`src/rtl/ifu_fetch_pkg.sv`:
```
// ifu_fetch_pkg
//   Shared constants and types for the instruction fetch engine:
//   default reset PC, the canonical NOP encoding, the PC step and the
//   fetch FSM state type.
package ifu_fetch_pkg;

  localparam logic [63:0] IFU_DEFAULT_RESET_PC = 64'h8000_0000;

  // addi x0, x0, 0
  localparam logic [31:0] INST_NOP = 32'h0000_0013;

  localparam int unsigned INST_BYTES = 4;

  typedef enum logic [1:0] {
    ST_IDLE,
    ST_REQ,
    ST_WAIT,
    ST_HOLD
  } ifu_state_e;

endpackage

```
`src/rtl/ifu_fetch.sv`:
```
// ifu_fetch
//   Instruction fetch engine. Drives a single-outstanding instruction
//   memory bus, buffers the returned word and presents it to the IF/ID
//   register together with its PC until pipeline control advances.
//
// Ports
//   clk, rst                  clock, synchronous active-high reset
//   ifu_fetch_dont_fetch_i    hold the presented instruction, no PC advance
//   ifu_fetch_if_flush_i      force inst_o to NOP (combinational)
//   ifu_fetch_inst_valid_i    pipeline advances this cycle
//   ifu_fetch_redirect_i      one-cycle pulse: load redirect_pc_i
//   ifu_fetch_redirect_pc_i   redirect target (4-byte aligned)
//   ifu_fetch_req_o           bus request
//   ifu_fetch_addr_o          bus address, held until accepted
//   ifu_fetch_ready_i         bus accepts the request
//   ifu_fetch_rvalid_i        read data valid
//   ifu_fetch_rdata_i         read data
//   ifu_fetch_fetched_ok_o    inst_o / pc_o are valid
//   ifu_fetch_inst_o          instruction to IF/ID
//   ifu_fetch_pc_o            PC of inst_o
module ifu_fetch
  import ifu_fetch_pkg::*;
#(
  parameter int unsigned         ADDR_W   = 64,
  parameter logic [ADDR_W-1:0]   RESET_PC = ADDR_W'(IFU_DEFAULT_RESET_PC)
) (
  input  logic              clk,
  input  logic              rst,
  input  logic              ifu_fetch_dont_fetch_i,
  input  logic              ifu_fetch_if_flush_i,
  input  logic              ifu_fetch_inst_valid_i,
  input  logic              ifu_fetch_redirect_i,
  input  logic [ADDR_W-1:0] ifu_fetch_redirect_pc_i,
  output logic              ifu_fetch_req_o,
  output logic [ADDR_W-1:0] ifu_fetch_addr_o,
  input  logic              ifu_fetch_ready_i,
  input  logic              ifu_fetch_rvalid_i,
  input  logic [31:0]       ifu_fetch_rdata_i,
  output logic              ifu_fetch_fetched_ok_o,
  output logic [31:0]       ifu_fetch_inst_o,
  output logic [ADDR_W-1:0] ifu_fetch_pc_o
);

  ifu_state_e        state;
  logic [ADDR_W-1:0] pc;
  logic [ADDR_W-1:0] addr_q;
  logic [31:0]       inst_buf;
  logic              drop;
  logic              req_q;
  logic              ok_q;

  logic [ADDR_W-1:0] pc_inc;
  logic [ADDR_W-1:0] next_fetch_pc;

  // Wraps modulo 2^ADDR_W.
  assign pc_inc        = pc + ADDR_W'(INST_BYTES);
  // Address of the next request when leaving WAIT with discarded data.
  assign next_fetch_pc = ifu_fetch_redirect_i ? ifu_fetch_redirect_pc_i : pc;

  always_ff @(posedge clk) begin
    if (rst) begin
      state    <= ST_IDLE;
      pc       <= RESET_PC;
      addr_q   <= RESET_PC;
      inst_buf <= INST_NOP;
      drop     <= 1'b0;
      req_q    <= 1'b0;
      ok_q     <= 1'b0;
    end else begin
      unique case (state)
        ST_IDLE: begin
          if (ifu_fetch_redirect_i) begin
            pc     <= ifu_fetch_redirect_pc_i;
            addr_q <= ifu_fetch_redirect_pc_i;
            req_q  <= 1'b1;
            state  <= ST_REQ;
          end else if (!ifu_fetch_dont_fetch_i) begin
            addr_q <= pc;
            req_q  <= 1'b1;
            state  <= ST_REQ;
          end
        end

        ST_REQ: begin
          // A request cannot be withdrawn: keep the old address on the bus
          // and mark its response for discard once it returns.
          if (ifu_fetch_redirect_i) begin
            pc   <= ifu_fetch_redirect_pc_i;
            drop <= 1'b1;
          end
          if (ifu_fetch_ready_i) begin
            req_q <= 1'b0;
            state <= ST_WAIT;
          end
        end

        ST_WAIT: begin
          if (ifu_fetch_rvalid_i) begin
            if (drop || ifu_fetch_redirect_i) begin
              // Stale response: throw it away and refetch from the new PC.
              drop   <= 1'b0;
              pc     <= next_fetch_pc;
              addr_q <= next_fetch_pc;
              req_q  <= 1'b1;
              state  <= ST_REQ;
            end else begin
              inst_buf <= ifu_fetch_rdata_i;
              ok_q     <= 1'b1;
              state    <= ST_HOLD;
            end
          end else if (ifu_fetch_redirect_i) begin
            pc   <= ifu_fetch_redirect_pc_i;
            drop <= 1'b1;
          end
        end

        ST_HOLD: begin
          // Redirect outranks the advance/hold decision.
          if (ifu_fetch_redirect_i) begin
            pc       <= ifu_fetch_redirect_pc_i;
            addr_q   <= ifu_fetch_redirect_pc_i;
            inst_buf <= INST_NOP;
            ok_q     <= 1'b0;
            req_q    <= 1'b1;
            state    <= ST_REQ;
          end else if (ifu_fetch_inst_valid_i && !ifu_fetch_dont_fetch_i) begin
            pc     <= pc_inc;
            addr_q <= pc_inc;
            ok_q   <= 1'b0;
            req_q  <= 1'b1;
            state  <= ST_REQ;
          end
        end

        default: begin
          state <= ST_IDLE;
          req_q <= 1'b0;
          ok_q  <= 1'b0;
        end
      endcase
    end
  end

  assign ifu_fetch_req_o        = req_q;
  assign ifu_fetch_addr_o       = addr_q;
  assign ifu_fetch_fetched_ok_o = ok_q;
  assign ifu_fetch_pc_o         = pc;
  assign ifu_fetch_inst_o       = ifu_fetch_if_flush_i ? INST_NOP : inst_buf;

endmodule

```
`config.mk`:
```
export PLATFORM = sky130hd
export DESIGN_NAME = ifu_fetch
export DESIGN_NICKNAME = d
export VERILOG_FILES = /design/src/rtl/ifu_fetch_pkg.sv /design/src/rtl/ifu_fetch.sv
export SDC_FILE = /design/constraint.sdc
export NUM_CORES = 1
export LEC_CHECK = 0
export BUFFER_PORTS_ARGS = -buffer_cell sky130_fd_sc_hd__buf_2
export CAP_MARGIN = 30
export CORE_UTILIZATION = 48
export CTS_BUF_LIST = sky130_fd_sc_hd__clkbuf_8
export DETAILED_ROUTE_END_ITERATION = 6
export HOLD_SLACK_MARGIN = 0.12
export PLACE_DENSITY = 0.75
export SLEW_MARGIN = 20
export SYNTH_ARGS = -nofsm -noshare
export SYNTH_HDL_FRONTEND = slang
export SYNTH_SLANG_ARGS = --single-unit
```
`constraint.sdc`:
```
create_clock -name clk -period 2.67 [get_ports clk]
set_clock_uncertainty 0.1 [all_clocks]
set_input_delay 0.6675 -clock clk [delete_from_list [all_inputs] [get_ports clk]]
set_output_delay 0.6675 -clock clk [all_outputs]
set_load 0.005 [all_outputs]
```
==> Word-level counts from Yosys, hierarchy flattened <==
Index checks and enable logic that the tools add are counted.
{ "word_totals": {"output_inout_bits": 162, "wordCells": 74, "regBits": 165, "inputBits": 104} }
{ "op_classes": {"n_addsub": 1, "muxes": 40, "reduce_logical": 15, "n_eq_ne": 11} }
{ "ops": {"columns": ["operator", "count"], "rows": [
  ["$mux 64", 8],
  ["$pmux 64 s3", 2],
  ["$mux 32", 4],
  ["$add 64x3->64 const B", 1],
  ["$pmux 32 s2", 1],
  ["$mux 1", 14],
  ["$mux 2", 7],
  ["$reduce_and 4->1", 3],
  ["$ne 2x2->1 const B", 5],
  ["$reduce_and 5->1", 2],
  ["$ne 3x3->1 const B", 3],
  ["$pmux 2 s4", 1],
  ["$eq 2x2->1 const B", 2],
  ["$pmux 1 s2", 2],
  ["$pmux 1 s4", 1],
  ["$reduce_and 2->1", 2],
  ["$reduce_bool 2->1", 2],
  ["$reduce_bool 3->1", 1],
  ["$eq 2x1->1 const B", 1],
  ["$logic_not 2->1", 1],
  ["$reduce_or 2->1", 1],
  ["$logic_and 1x1->1", 1],
  ["$logic_not 1->1", 1],
  ["$logic_or 1x1->1", 1]
]} }

==> Longest topological paths before layout <==
{ "depth": {"depth_word": 5, "ltp_mapped": 10, "ltp_nobuf": 8} }

==> Least setup slack after synthesis <==
Ideal clock, no wire load.
{ "synth_path": {"kind": "input to register", "start": "input ifu_fetch_redirect_i", "end": "register addr_q[30], in the netlist ifu_fetch_addr_o[30]", "setup_ps": 96, "slack_ps": 226, "arrival_ps": 2249, "stages": 8, "path_cell_list": "clkbuf_1 > nor3b_1 > nor2_1 > o221ai_1 > clkbuf_1 > buf_1 > nand3_1 > o41ai_2"} }
{ "synth_between": {"elab_chain_cells": 4, "elab_cells_between_ends": 11, "cone_classes": "eq/ne (3); mux (6); reduce/logical (2)"} }
{ "synth_lines": {"columns": ["item", "line_no", "source"], "rows": [
  ["start: declaration", "ifu_fetch.sv:32", "input logic ifu_fetch_redirect_i,"],
  ["$mux 64", null, null],
  ["$mux 64", "ifu_fetch.sv:99", "if (drop || ifu_fetch_redirect_i) begin"],
  ["$mux 64", "ifu_fetch.sv:98", "if (ifu_fetch_rvalid_i) begin"],
  ["$pmux 64 s3", "ifu_fetch.sv:70", "unique case (state)"],
  ["end signal: assignment", "ifu_fetch.sv:74", "addr_q <= ifu_fetch_redirect_pc_i;"],
  ["end signal: assignment", "ifu_fetch.sv:78", "addr_q <= pc;"],
  ["end signal: assignment", "ifu_fetch.sv:103", "addr_q <= next_fetch_pc;"],
  ["end: declaration", "ifu_fetch.sv:46", "logic [ADDR_W-1:0] addr_q;"]
]} }
Several ways; a longest one is shown, not always the timed one. The select of a mux whose other input is x is not followed.
A chain may end at the register's enable or synchronous reset.

==> Final worst setup path <==
{ "layout_path": {"start": "register pc[6], in the netlist ifu_fetch_pc_o[6]", "end": "register pc[63], in the netlist ifu_fetch_pc_o[63]"} }
{ "layout_between": {"elab_chain_cells": 4} }
{ "layout_lines": {"columns": ["item", "line_no", "source"], "rows": [
  ["start: declaration", "ifu_fetch.sv:45", "logic [ADDR_W-1:0] pc;"],
  ["start signal: assignment", "ifu_fetch.sv:73", "pc <= ifu_fetch_redirect_pc_i;"],
  ["start signal: assignment", "ifu_fetch.sv:88", "pc <= ifu_fetch_redirect_pc_i;"],
  ["start signal: assignment", "ifu_fetch.sv:102", "pc <= next_fetch_pc;"],
  ["$add 64x3->64", "ifu_fetch.sv:56", "assign pc_inc = pc + ADDR_W'(INST_BYTES);"],
  ["$mux 64", "ifu_fetch.sv:126", "end else if (ifu_fetch_inst_valid_i && !ifu_fetch_dont_fetch_i) begin"],
  ["$mux 64", "ifu_fetch.sv:119", "if (ifu_fetch_redirect_i) begin"],
  ["$pmux 64 s3", "ifu_fetch.sv:70", null]
]} }
Every way passes these cells. The select of a mux whose other input is x is not followed.

==> results.json <==
{
  "dp_hpwl_microns": 21300,
  "vias_per_cell": 5.94,
  "first_global_vias": 9031,
  "setup_viol": 0,
  "drv_slew": 0,
  "syn_to_final_growth_pct": 25.4,
  "grt_max_degree": 107,
  "clk_pin_slew_ps": 90,
  "holdPathEnd": "ifu_fetch_addr_o[9]",
  "firstDrtPassIters": 7,
  "ys_ff_latch": 165,
  "syn_avg_cell_area_sq_um": 7.69,
  "fmax_ghz": 0.394,
  "start_kind": "register",
  "drt_wl_total_microns": 30200,
  "power_density_nw_per_um2": 535,
  "status": "finished with violations",
  "cts_max_level": 4,
  "port_buffers": 265,
  "placedCellCount": 1629,
  "vdd_drop_max_mv": 0.331,
  "grt_usage_pct": 30.8,
  "ys_seq_area_share_pct": 36.8,
  "initial_utilization_pct": 49.4,
  "synthDistinctLibCells": 69,
  "grt_pass1_wl_microns": 47600,
  "r2r_start": "ifu_fetch_pc_o[6]",
  "clock_latency_ps": 480,
  "crit_fanout": 7,
  "hold_path_class": "register to register",
  "slew_headroom_pct": 60.8,
  "numCtsBuffers": 17,
  "row_count": 49,
  "synth_ff_type": "dfxtp_1",
  "wl_per_cell_microns": 18.1,
  "vias": 9898,
  "placed_cell_area_sq_um": 10800,
  "core_sq_um": 18100,
  "design_area_sq_um": 11200,
  "synthArstFlopShare_pct": 0,
  "holdCritStartpoint": "ifu_fetch_addr_o[9]",
  "fillCellCount": 1648,
  "drtAntennaViolNets": 0,
  "drtIter0Drc": 777,
  "worstPathArrival_ps": 2840,
  "cts.path.max_buffers": 2,
  "utilization_pct": 62.0,
  "endpoint_kind": "register",
  "r2r_setup_slack_ps": 130,
  "cap_violations": 0,
  "antenna_found_initial": 4,
  "yosysWarnings": 0,
  "gr-total-overflow": 0,
  "fp.dieW_microns": 139,
  "postCtsHoldBufs": 0,
  "criticalPathCategory": "register to register",
  "ctsRootBufferMaster": "clkbuf_8",
  "netlist_area_sq_um": 8970,
  "num_io_pins": 266,
  "leakage_nw": 4.68,
  "drive_gt1_share_pct": 27.7,
  "hold_path_depth": 2,
  "timing.final.crit_share_pct": 94.9,
  "syn_inst": 1167,
  "post-route-drc-count": 30,
  "violations": "design-rule violations",
  "stdcell_count": 1665,
  "die_area_sq_um": 19200,
  "timing.final.hold_violations": 0,
  "rsz0062_at_grt": "yes",
  "regArea_sq_um": 3300,
  "nNetsFinal": 1531,
  "timing.setup.tns_ps": 0,
  "cts_sinks": 165,
  "period_needed_ps": 2540,
  "die_y_microns": 139,
  "cts_tree": "done",
  "synth_edf_count": 0,
  "r2r_end": "ifu_fetch_pc_o[63]",
  "gp_congestion": 0.923,
  "multiInputGateArea_sq_um": 5290,
  "syn_nets": 1276,
  "crit_required_ps": 2980,
  "reg2reg_depth": 6,
  "tightestPinTransition_ps": 586
}
## worst max path at each step
stage | from | to | slack [ps] | cells after the start
floorplan | ifu_fetch_redirect_i | ifu_fetch_addr_o[30] | 230 | 8
global placement | ifu_fetch_pc_o[13] | ifu_fetch_addr_o[55] | 160 | 6
detailed placement | ifu_fetch_dont_fetch_i | ifu_fetch_addr_o[30] | 130 | 7
CTS | ifu_fetch_pc_o[13] | ifu_fetch_addr_o[55] | 160 | 6
global route | state[0] | ifu_fetch_pc_o[27] | -40 | 7
finish | ifu_fetch_pc_o[6] | ifu_fetch_pc_o[63] | 130 | 6
## Yosys cell counts, types with 13 or more instances
| master | n | area share (%) |
|---|---|---|
| mux2i_1 | 13 | 1.5 |
| nor2_1 | 113 | 4.7 |
| a21oi_1 | 95 | 5.3 |
| xnor2_1 | 34 | 3.3 |
| nor3_1 | 36 | 2.0 |
| nand4_1 | 32 | 2.2 |
| nand3_1 | 59 | 3.3 |
| and3_1 | 13 | 0.91 |
| inv_1 | 15 | 0.63 |
| xor2_1 | 13 | 1.3 |
| o22ai_1 | 13 | 0.91 |
| a22oi_1 | 15 | 1.3 |
| nor3b_1 | 32 | 2.7 |
| o21ai_0 | 72 | 4.0 |
| nor2b_1 | 36 | 2.5 |
| dfxtp_1 | 165 | 37 |
| nand2_1 | 133 | 5.6 |
| o31ai_1 | 21 | 1.8 |
| clkbuf_1 | 72 | 3.0 |
| nor4_1 | 17 | 1.2 |
## final cells by class
class                   count  area share [%]
diodes                      1          0.0223
clock buffers              20            2.45
clock inverters            12            1.16
multi-input cells         892            47.0
flip-flops and latches    165            29.4
well taps                 229            2.55
inverters                  15           0.501
repair buffers            331            16.9
## placed cells by master, fill, tap and decap left out, drive strengths merged, types with 10 or more instances in the layout
cell | Yosys | routed
nor2 | 113 | 113
a31oi | 10 | 10
nor2b | 36 | 36
inv | 15 | 17
nand2b | 10 | 10
dfxtp | 165 | 165
buf | 21 | 331
mux2i | 13 | 13
nor3b | 32 | 32
o21ai | 72 | 72
a21oi | 95 | 95
nand2 | 133 | 133
nand3 | 60 | 60
clkbuf | 74 | 20
nor4 | 20 | 20
o22ai | 13 | 13
xor2 | 13 | 13
o41ai | 12 | 12
o31ai | 21 | 21
nand4 | 34 | 34
nor3 | 40 | 40
xnor2 | 34 | 34
and3 | 14 | 14
a22oi | 15 | 15
## sequential cells by signal, summed over array words and instances, names as in the netlist
| signal | flops |
|---|---|
| state | 2 |
| inst_buf | 32 |
| ifu_fetch_pc_o | 64 |
| drop | 1 |
| ifu_fetch_req_o | 1 |
| ifu_fetch_addr_o | 64 |
| ifu_fetch_fetched_ok_o | 1 |
## per-stage QoR
step	total power, mW	setup WS (ps)	hold WS (ps)
detailed placement	4.15	129	348
floorplan	3.55	226	347
global route	6.28	-42.3	339
global placement	4.13	160	343
CTS	6.02	155	349
finish	6.01	135	360
## power by group
group | internal, mW | switching (mW)
Combinational | 0.546 | 0.731
Sequential | 2.66 | 0.176
Clock | 0.904 | 0.993
## timing repair
item / CTS / global route
buffers inserted: 0 / 3
endpoints found under the setup margin: 0 / 18
resized for setup: 0 / 6
## routing by layer
| metal | global-route usage, % | up-vias | wire length (microns) |
|---|---|---|---|
| li1 | - | 4723 | - |
| met1 | 41.0 | 4628 | 12900 |
| met2 | 48.7 | 471 | 13700 |
| met3 | 7.39 | 72 | 2770 |
| met4 | 11.4 | 4 | 811 |
| met5 | 0 | - | 24 |
## kinds of logic after synthesis
family	Yosys count	synth area share [%]
AOI/OAI and AO/OA	308	21.7
adders and majority gates	5	0.697
DFF	165	36.8
buffers and inverters	110	4.91
muxes	15	1.70
and+or+nand+nor	517	29.5
xor gates and xnor gates	47	4.59
## worst max-delay path: stages (launching register included)
cell     delay, ps
dfxtp_1        450
nand4_2        250
nor4_4         430
nand3_1        360
or4_1          480
mux2_2         270
a21oi_1        130
(Power assumes the default switching activity.)
